## src/rtl/wh_rr_allocator_if.sv

```systemverilog
// Output-channel bundle for the wormhole round-robin allocator.
// Adds credit_err_o when WH_ALLOC_CREDIT_ERR_EN is defined.
interface wh_rr_allocator_if #(
  parameter int IN_N    = 5,
  parameter int CREDITS = 4
);
  localparam int CW = $clog2(CREDITS + 1);

  logic [IN_N-1:0] req_i;
  logic [IN_N-1:0] data_vld_i;
  logic [IN_N-1:0] flit_id_is_tail_i;
  logic            credit_i;
  logic [IN_N-1:0] grant_o;
  logic            oc_vld_o;
  logic [CW-1:0]   credit_cnt_o;
`ifdef WH_ALLOC_CREDIT_ERR_EN
  logic            credit_err_o;

  modport master (
    output req_i, data_vld_i, flit_id_is_tail_i, credit_i,
    input  grant_o, oc_vld_o, credit_cnt_o, credit_err_o
  );
  modport slave (
    input  req_i, data_vld_i, flit_id_is_tail_i, credit_i,
    output grant_o, oc_vld_o, credit_cnt_o, credit_err_o
  );
`else
  modport master (
    output req_i, data_vld_i, flit_id_is_tail_i, credit_i,
    input  grant_o, oc_vld_o, credit_cnt_o
  );
  modport slave (
    input  req_i, data_vld_i, flit_id_is_tail_i, credit_i,
    output grant_o, oc_vld_o, credit_cnt_o
  );
`endif
endinterface

```

## src/rtl/wh_rr_allocator.sv

```systemverilog
// Wormhole output-channel allocator: round-robin grant held until the owner's tail
// transfers, with downstream credit counting. WH_ALLOC_CREDIT_ERR_EN adds a sticky credit_err_o.
module wh_rr_allocator #(
  parameter int IN_N    = 5,
  parameter int CREDITS = 4
) (
  input  logic              clk_i,
  input  logic              rst_i,
  wh_rr_allocator_if.slave  bus
);
  localparam int PW = (IN_N > 1) ? $clog2(IN_N) : 1;
  localparam int CW = $clog2(CREDITS + 1);

  typedef enum logic {IDLE, LOCKED} state_t;

  state_t          state_q, state_d;
  logic [PW-1:0]   owner_q, owner_d;
  logic [PW-1:0]   rr_ptr_q, rr_ptr_d;
  logic [IN_N-1:0] grant_q, grant_d;
  logic [CW-1:0]   credit_q, credit_d;
  logic [PW-1:0]   cand, win_idx;
  logic            win_found;
  logic            xfer, tail_xfer;

  function automatic logic [PW-1:0] wrap_inc(input logic [PW-1:0] p, input int k);
    int s;
    s = int'(p) + k;
    if (s >= IN_N) s = s - IN_N;
    return PW'(s);
  endfunction

  assign xfer      = (state_q == LOCKED) && bus.data_vld_i[owner_q] && (credit_q != '0);
  assign tail_xfer = xfer && bus.flit_id_is_tail_i[owner_q];

  always_ff @(posedge clk_i or posedge rst_i) begin
    if (rst_i) begin
      state_q  <= IDLE;
      owner_q  <= '0;
      rr_ptr_q <= '0;
      grant_q  <= '0;
      credit_q <= CW'(CREDITS);
    end else begin
      state_q  <= state_d;
      owner_q  <= owner_d;
      rr_ptr_q <= rr_ptr_d;
      grant_q  <= grant_d;
      credit_q <= credit_d;
    end
  end

  always_comb begin
    state_d   = state_q;
    owner_d   = owner_q;
    rr_ptr_d  = rr_ptr_q;
    grant_d   = grant_q;
    credit_d  = credit_q;
    cand      = '0;
    win_idx   = '0;
    win_found = 1'b0;

    // First requester at or above rr_ptr, wrapping past the top input.
    for (int i = 0; i < IN_N; i++) begin
      cand = wrap_inc(rr_ptr_q, i);
      if (!win_found && bus.req_i[cand]) begin
        win_found = 1'b1;
        win_idx   = cand;
      end
    end

    case (state_q)
      IDLE: begin
        if (win_found) begin
          state_d          = LOCKED;
          owner_d          = win_idx;
          grant_d          = '0;
          grant_d[win_idx] = 1'b1;
        end
      end
      LOCKED: begin
        if (tail_xfer) begin
          state_d  = IDLE;
          grant_d  = '0;
          rr_ptr_d = wrap_inc(owner_q, 1);
        end
      end
      default: state_d = IDLE;
    endcase

    // A returned credit and a consumed one cancel; a surplus credit at full is dropped.
    if (xfer && !bus.credit_i)
      credit_d = credit_q - 1'b1;
    else if (!xfer && bus.credit_i && (credit_q != CW'(CREDITS)))
      credit_d = credit_q + 1'b1;
  end

  assign bus.grant_o      = grant_q;
  assign bus.oc_vld_o     = xfer;
  assign bus.credit_cnt_o = credit_q;

`ifdef WH_ALLOC_CREDIT_ERR_EN
  logic err_q;

  always_ff @(posedge clk_i or posedge rst_i) begin
    if (rst_i)
      err_q <= 1'b0;
    else if (bus.credit_i && !xfer && (credit_q == CW'(CREDITS)))
      err_q <= 1'b1;
  end

  assign bus.credit_err_o = err_q;
`endif
endmodule

```

## src/flat_wrapper.sv

```systemverilog
// flat-port wrapper written by rule: the top's interface ports become plain ports
module wh_rr_allocator_flat 
#(
  parameter int IN_N    = 5,
  parameter int CREDITS = 4
)
  (clk_i, rst_i, bus_req_i, bus_data_vld_i, bus_flit_id_is_tail_i, bus_credit_i, bus_grant_o, bus_oc_vld_o, bus_credit_cnt_o);
  wh_rr_allocator_if #(.IN_N(IN_N), .CREDITS(CREDITS)) bus_i ();
  input  logic clk_i;
  input  logic rst_i;
  input wire logic [$bits(bus_i.req_i)-1:0] bus_req_i;
  input wire logic [$bits(bus_i.data_vld_i)-1:0] bus_data_vld_i;
  input wire logic [$bits(bus_i.flit_id_is_tail_i)-1:0] bus_flit_id_is_tail_i;
  input wire logic [$bits(bus_i.credit_i)-1:0] bus_credit_i;
  output wire logic [$bits(bus_i.grant_o)-1:0] bus_grant_o;
  output wire logic [$bits(bus_i.oc_vld_o)-1:0] bus_oc_vld_o;
  output wire logic [$bits(bus_i.credit_cnt_o)-1:0] bus_credit_cnt_o;
  assign bus_i.req_i = bus_req_i;
  assign bus_i.data_vld_i = bus_data_vld_i;
  assign bus_i.flit_id_is_tail_i = bus_flit_id_is_tail_i;
  assign bus_i.credit_i = bus_credit_i;
  assign bus_grant_o = bus_i.grant_o;
  assign bus_oc_vld_o = bus_i.oc_vld_o;
  assign bus_credit_cnt_o = bus_i.credit_cnt_o;
  wh_rr_allocator #(.IN_N(IN_N), .CREDITS(CREDITS)) u_core (.clk_i(clk_i), .rst_i(rst_i), .bus(bus_i));
endmodule
```

## config.mk

```make
export PLATFORM = sky130hd
export DESIGN_NAME = wh_rr_allocator_flat
export DESIGN_NICKNAME = d
export VERILOG_FILES = /design/src/rtl/wh_rr_allocator_if.sv /design/src/rtl/wh_rr_allocator.sv /design/src/flat_wrapper.sv
export SDC_FILE = /design/constraint.sdc
export NUM_CORES = 1
export LEC_CHECK = 0
export BUFFER_PORTS_ARGS = -buffer_cell sky130_fd_sc_hd__buf_2
export CAP_MARGIN = 20
export CORE_MARGIN = 3
export CORE_UTILIZATION = 59
export DETAILED_ROUTE_END_ITERATION = 10
export PLACE_DENSITY = 0.85
export SKIP_CTS_REPAIR_TIMING = 1
export SYNTH_ARGS = -nofsm -noshare
export SYNTH_HDL_FRONTEND = slang
export SYNTH_SLANG_ARGS = --single-unit
```

## constraint.sdc

```tcl
create_clock -name clk_i -period 3.6 [get_ports clk_i]
set_input_delay 0.18 -clock clk_i [delete_from_list [all_inputs] [get_ports clk_i]]
set_output_delay 0.18 -clock clk_i [all_outputs]
set_load 0.05 [all_outputs]
```

== Word-level counts from Yosys, hierarchy flattened ==
Cells that the tools add are included.
Storage, ports and cells
  bits in writable memories: 0
  latch bits: 0
  ROM bits: 0
  word-level logic and storage cells: 98
  memories: 0
  input port bits: 18
  output and inout port bits: 9
  flip-flop bits (word level): 15
Cells by class
  mux-type cells: 40
  bitwise operators: 1
  multiply operators: 0
  reductions and logical operators: 22
  equality and inequality tests: 3
  add/subtract/negate cells: 13
  shift-type cells: 0
  magnitude comparators: 14
  div/mod/pow operators: 0
Operators with widths (number)
  two-way mux 3 bit: 13
  < comparator 3 x 4 -> 1 bit (second input constant): 7
  binary-select mux 1 bit (select 3 bit): 7
  greater-or-equal comparator 4 x 3 -> 1 bit (second input constant): 5
  subtractor 3 bit (second input constant): 6
  two-way mux 1 bit: 15
  logical AND 1 bit: 11
  two-way mux 5 bit: 2
  case mux 5 bit (2 select lines): 1
  adder 3 x 1 -> 4 bit (second input constant): 2
  adder 3 x 2 -> 4 bit (second input constant): 2
  zero test 1 bit: 6
  AND reduction 2 bit: 3
  adder 3 x 3 -> 4 bit (second input constant): 1
  adder 3 x 1 -> 3 bit (second input constant): 1
  demux 1 bit (select 3 bit): 1
  greater-or-equal comparator 3 x 1 -> 1 bit (second input constant): 1
  greater-or-equal comparator 3 bit (second input constant): 1
  != test 3 bit (second input constant): 1
  nonzero test 3 bit: 1
  subtractor 3 x 1 -> 3 bit (second input constant): 1
  != test 2 x 1 -> 1 bit (second input constant): 1
  != test 2 bit (second input constant): 1
  case mux 1 bit (2 select lines): 1
  2 further kinds: 2

== Depth between registers and ports, before layout ==
  word-level depth: 23
  gate-level depth with buffers: 13

== Worst setup path before layout ==
No wires, ideal clock.
  kind: register to register
  from: reg u_core.rr_ptr_q[1]
  to: reg u_core.grant_q[1], in the netlist u_core.bus.grant_o[1]
  required time: 3478 ps
  cell stages (with the launch flop): 14
  arrival: 3198 ps
  setup slack: 281 ps
  cell sequence: dfrtp_1 > buf_2 > inv_1 > ha_1 > ha_1 > buf_2 > o21ba_2 > or3_1 > o211ai_1 > nor4bb_4 > o211a_2 > mux2_4 > a21o_1 > a32o_1
Between the ends
  cells in the longest elaborated chain, start to end: 23
  elaborated cells between the ends (all ways): 56
  those cells by class: 9 x add/sub; 7 x order compare; 1 x eq/ne; 29 x mux; 10 x reduce/logical
RTL lines
  start: declaration: RTL line wh_rr_allocator.sv:18  | logic [PW-1:0] rr_ptr_q, rr_ptr_d;
  start signal: assignment: RTL line wh_rr_allocator.sv:45  | rr_ptr_q <= rr_ptr_d;
  branches (longest 23 deep; another with adder 3 x 1 -> 4 bit)
  end signal: assignment: RTL line wh_rr_allocator.sv:46  | grant_q <= grant_d;
  end: declaration: RTL line wh_rr_allocator.sv:19  | logic [IN_N-1:0] grant_q, grant_d;
Parallel ways; which one is timed is not known. The select of a mux whose other input is x is not followed.
A chain may end at the register's enable or synchronous reset.

== Final worst setup path ==
  from: reg u_core.rr_ptr_q[0]
  to: reg u_core.grant_q[1], in the netlist u_core.bus.grant_o[1]
Same word-level chain as after synthesis.

==> metrics.txt <==
aggregate global routing overflow 0; DRC Markers 0; RR Startpoint u_core.rr_ptr_q[0]; WP data required 3.79 ns; hold crit path type input pin to flip-flop; Worst Max-Slew Pin Slew 0.663 ns; fin. max-slew vios 0; die height 65.7 µm; most used routing layer met2; # H-tree levels 1; Initial Utilization 62.1%; Max-slew headroom 55.7%; worst hold endpoint u_core.bus.credit_cnt_o[0]; synthesized area per cell 8.12 µm²; Pre-antenna DRT Iters 4; Post-synth top cells o21ai_0 (26), nand2_1 (20), inv_1 (18); Syn Inst Count 259; Synth area leaders dfrtp_1 (17%), o21ai_0 (6.2%), ha_1 (5.9%); min-delay src bus_credit_i; Worst EP arrival 3.54 ns; max-cap viol count 0; Primary FF master, synth dfrtp_1; largest net degree at the start of global routing 19; final setup fails 0; Syn-to-layout area delta 10.3%; post-DR vias/cell 6.38; synthesized area 0.00210 mm²; RSZ-0062 raised after global routing false; cell with the most instances after synthesis o21ai_0; global routing usage on met3 3.59%; clock skew 0.00343 ns; vias after detailed routing 2113; RR Endpoint u_core.bus.grant_o[1]; Synth Area in Adders 7.85%; post-synth top area cell dfrtp_1; final WL 5.49 mm; XOR/XNOR share of the synthesized area 2.08%; post-synthesis register bit count 15; clock root cell clkbuf_4; Synth Net Count 289; I/O pin total 27; Inst Count DP 326; critical path fanouts, max 10; EDFF count, synth 0; Total GRT Usage 26.7%; R2R setup slack 0.25 ns; Syn. warnings 0; Final Instance Area 0.00232 mm²; crit path launch type flip-flop; Final ANT Viol Nets 0; Setup CP Type flip-flop to flip-flop; fin cells 331; Placed Area 0.00228 mm²; hold depth 3; die area 0.00432 mm²; clk_lat worst skew 0.29 ns; layout cells sized above 1 24.2%; DIE WIDTH 65.7 µm; Max Fclk 299 MHz; complex-gate fraction of the synthesized area 36.7%; core area 0.00339 mm²; clk buf depth 2; CTS tree built; FP Rows 21; main combinational cell family by area after synthesis compound AO/OA/AOI/OAI gates; Total Nets Final 316; Seq/Total Area, Yosys 17.9%; share of async-settable or async-resettable flops after synthesis 100%; cts bufs inserted 3; simple-gate area share of the yosys netlist 22.8%; Final period util 93.0%; initial drt markers 246; first-pass GRT wire length 9.11 mm; post-synthesis mux area share 6.37%; Period minus WS final 3.35 ns; reg2reg path depth 12; diode count 0; initial antenna violation count 0; Critical Path End Type flip-flop; clock slew at reported path FFs 0.10 ns; Distinct cells, synth 71; port buffer count 26; setup_tns 0 ns; met1 Resource Use GR 38.9%; dpl hpwl 4.24 mm; Final Wtd Congestion 0.967; status complete, no violations; Final Hold Fails 0; top cell type's share of synthesized area 16.7%; M2 GR Usage 41.7%; # fillers 281; number of global-route vias before repair 1926; clock sinks 15; WL/cell 16.6 µm
-- worst max-delay path, cell delays in order, from the launching register on --
cell	delay (ns)
dfrtp_1	0.43
inv_2	0.17
ha_1	0.17
inv_1	0.05
fa_1	0.43
a21o_1	0.24
a21o_1	0.25
a221oi_1	0.41
a21oi_1	0.19
and3_1	0.19
mux2_4	0.26
a21o_1	0.22
a32o_1	0.24
-- placed cells by master, fill, tap and decap left out, types with 5 or more instances in the layout --
cell / synthesis / layout
o21ai_0: 26 / 26
a21oi_1: 14 / 14
nand2_1: 20 / 20
nand2b_1: 7 / 7
nand3_1: 10 / 10
buf_2: 7 / 26
nor2_1: 12 / 12
dfrtp_1: 14 / 14
or2_2: 5 / 5
buf_4: 2 / 7
nor3_1: 8 / 8
a21o_1: 6 / 6
inv_1: 18 / 18
ha_1: 10 / 10
nor2b_1: 5 / 5
-- state kept, by name, summed over array words and instances, names as in the netlist --
| signal | flops |
|---|---|
| u_core.bus.credit_cnt_o | 3 |
| u_core.owner_q | 3 |
| u_core.rr_ptr_q | 3 |
| u_core.state_q | 1 |
| u_core.bus.grant_o | 5 |
-- layer usage --
metal  up-vias  share of wire, %
li1       1030                 -
met4         0               1.6
met2       101                44
met1       974                46
met3         8               7.5
met5         -                 0
-- cell type report --
type	count	area [µm²]	area share, %
clock buffer	3	22.5	0.971
inverter	19	71.3	3.07
clock inverter	1	5.00	0.216
multi-input combinational	213	1590	68.7
sequential	15	377	16.2
tap	46	57.6	2.48
timing repair buffer	34	193	8.31
-- through the flow --
stage	setup WS, ns	util [%]	hold slack, ns
floorplan	0.281	-	0.0808
global placement	0.365	67.3	0.251
detailed placement	0.308	67.3	0.262
CTS	0.293	68.1	-0.0553
global route	0.0668	68.4	0.332
finish	0.252	68.4	0.296
-- kinds of logic (layout without fill, tap and decap cells) --
group	Yosys count	after routing
xor gates and xnor gates	5	5
muxes	10	10
adders and majority gates	12	12
and+or+nand+nor	86	86
buffers and inverters	31	57
AOI/OAI and AO/OA	100	100
DFF	15	15
-- how the worst max path moves through the flow --
stage,start,end,slack [ns],cells past startpoint
after floorplan,u_core.rr_ptr_q[1],u_core.bus.grant_o[1],0.28,13
after global placement,u_core.rr_ptr_q[0],u_core.bus.grant_o[1],0.37,12
after detailed placement,u_core.rr_ptr_q[0],u_core.bus.grant_o[1],0.31,12
after CTS,u_core.rr_ptr_q[0],u_core.bus.grant_o[1],0.29,12
after global routing,u_core.rr_ptr_q[0],u_core.bus.grant_o[1],0.07,12
final,u_core.rr_ptr_q[0],u_core.bus.grant_o[1],0.25,12
Power is not shown: default switching activity piles up to over one toggle a cycle in this logic, so the estimate is an artifact.
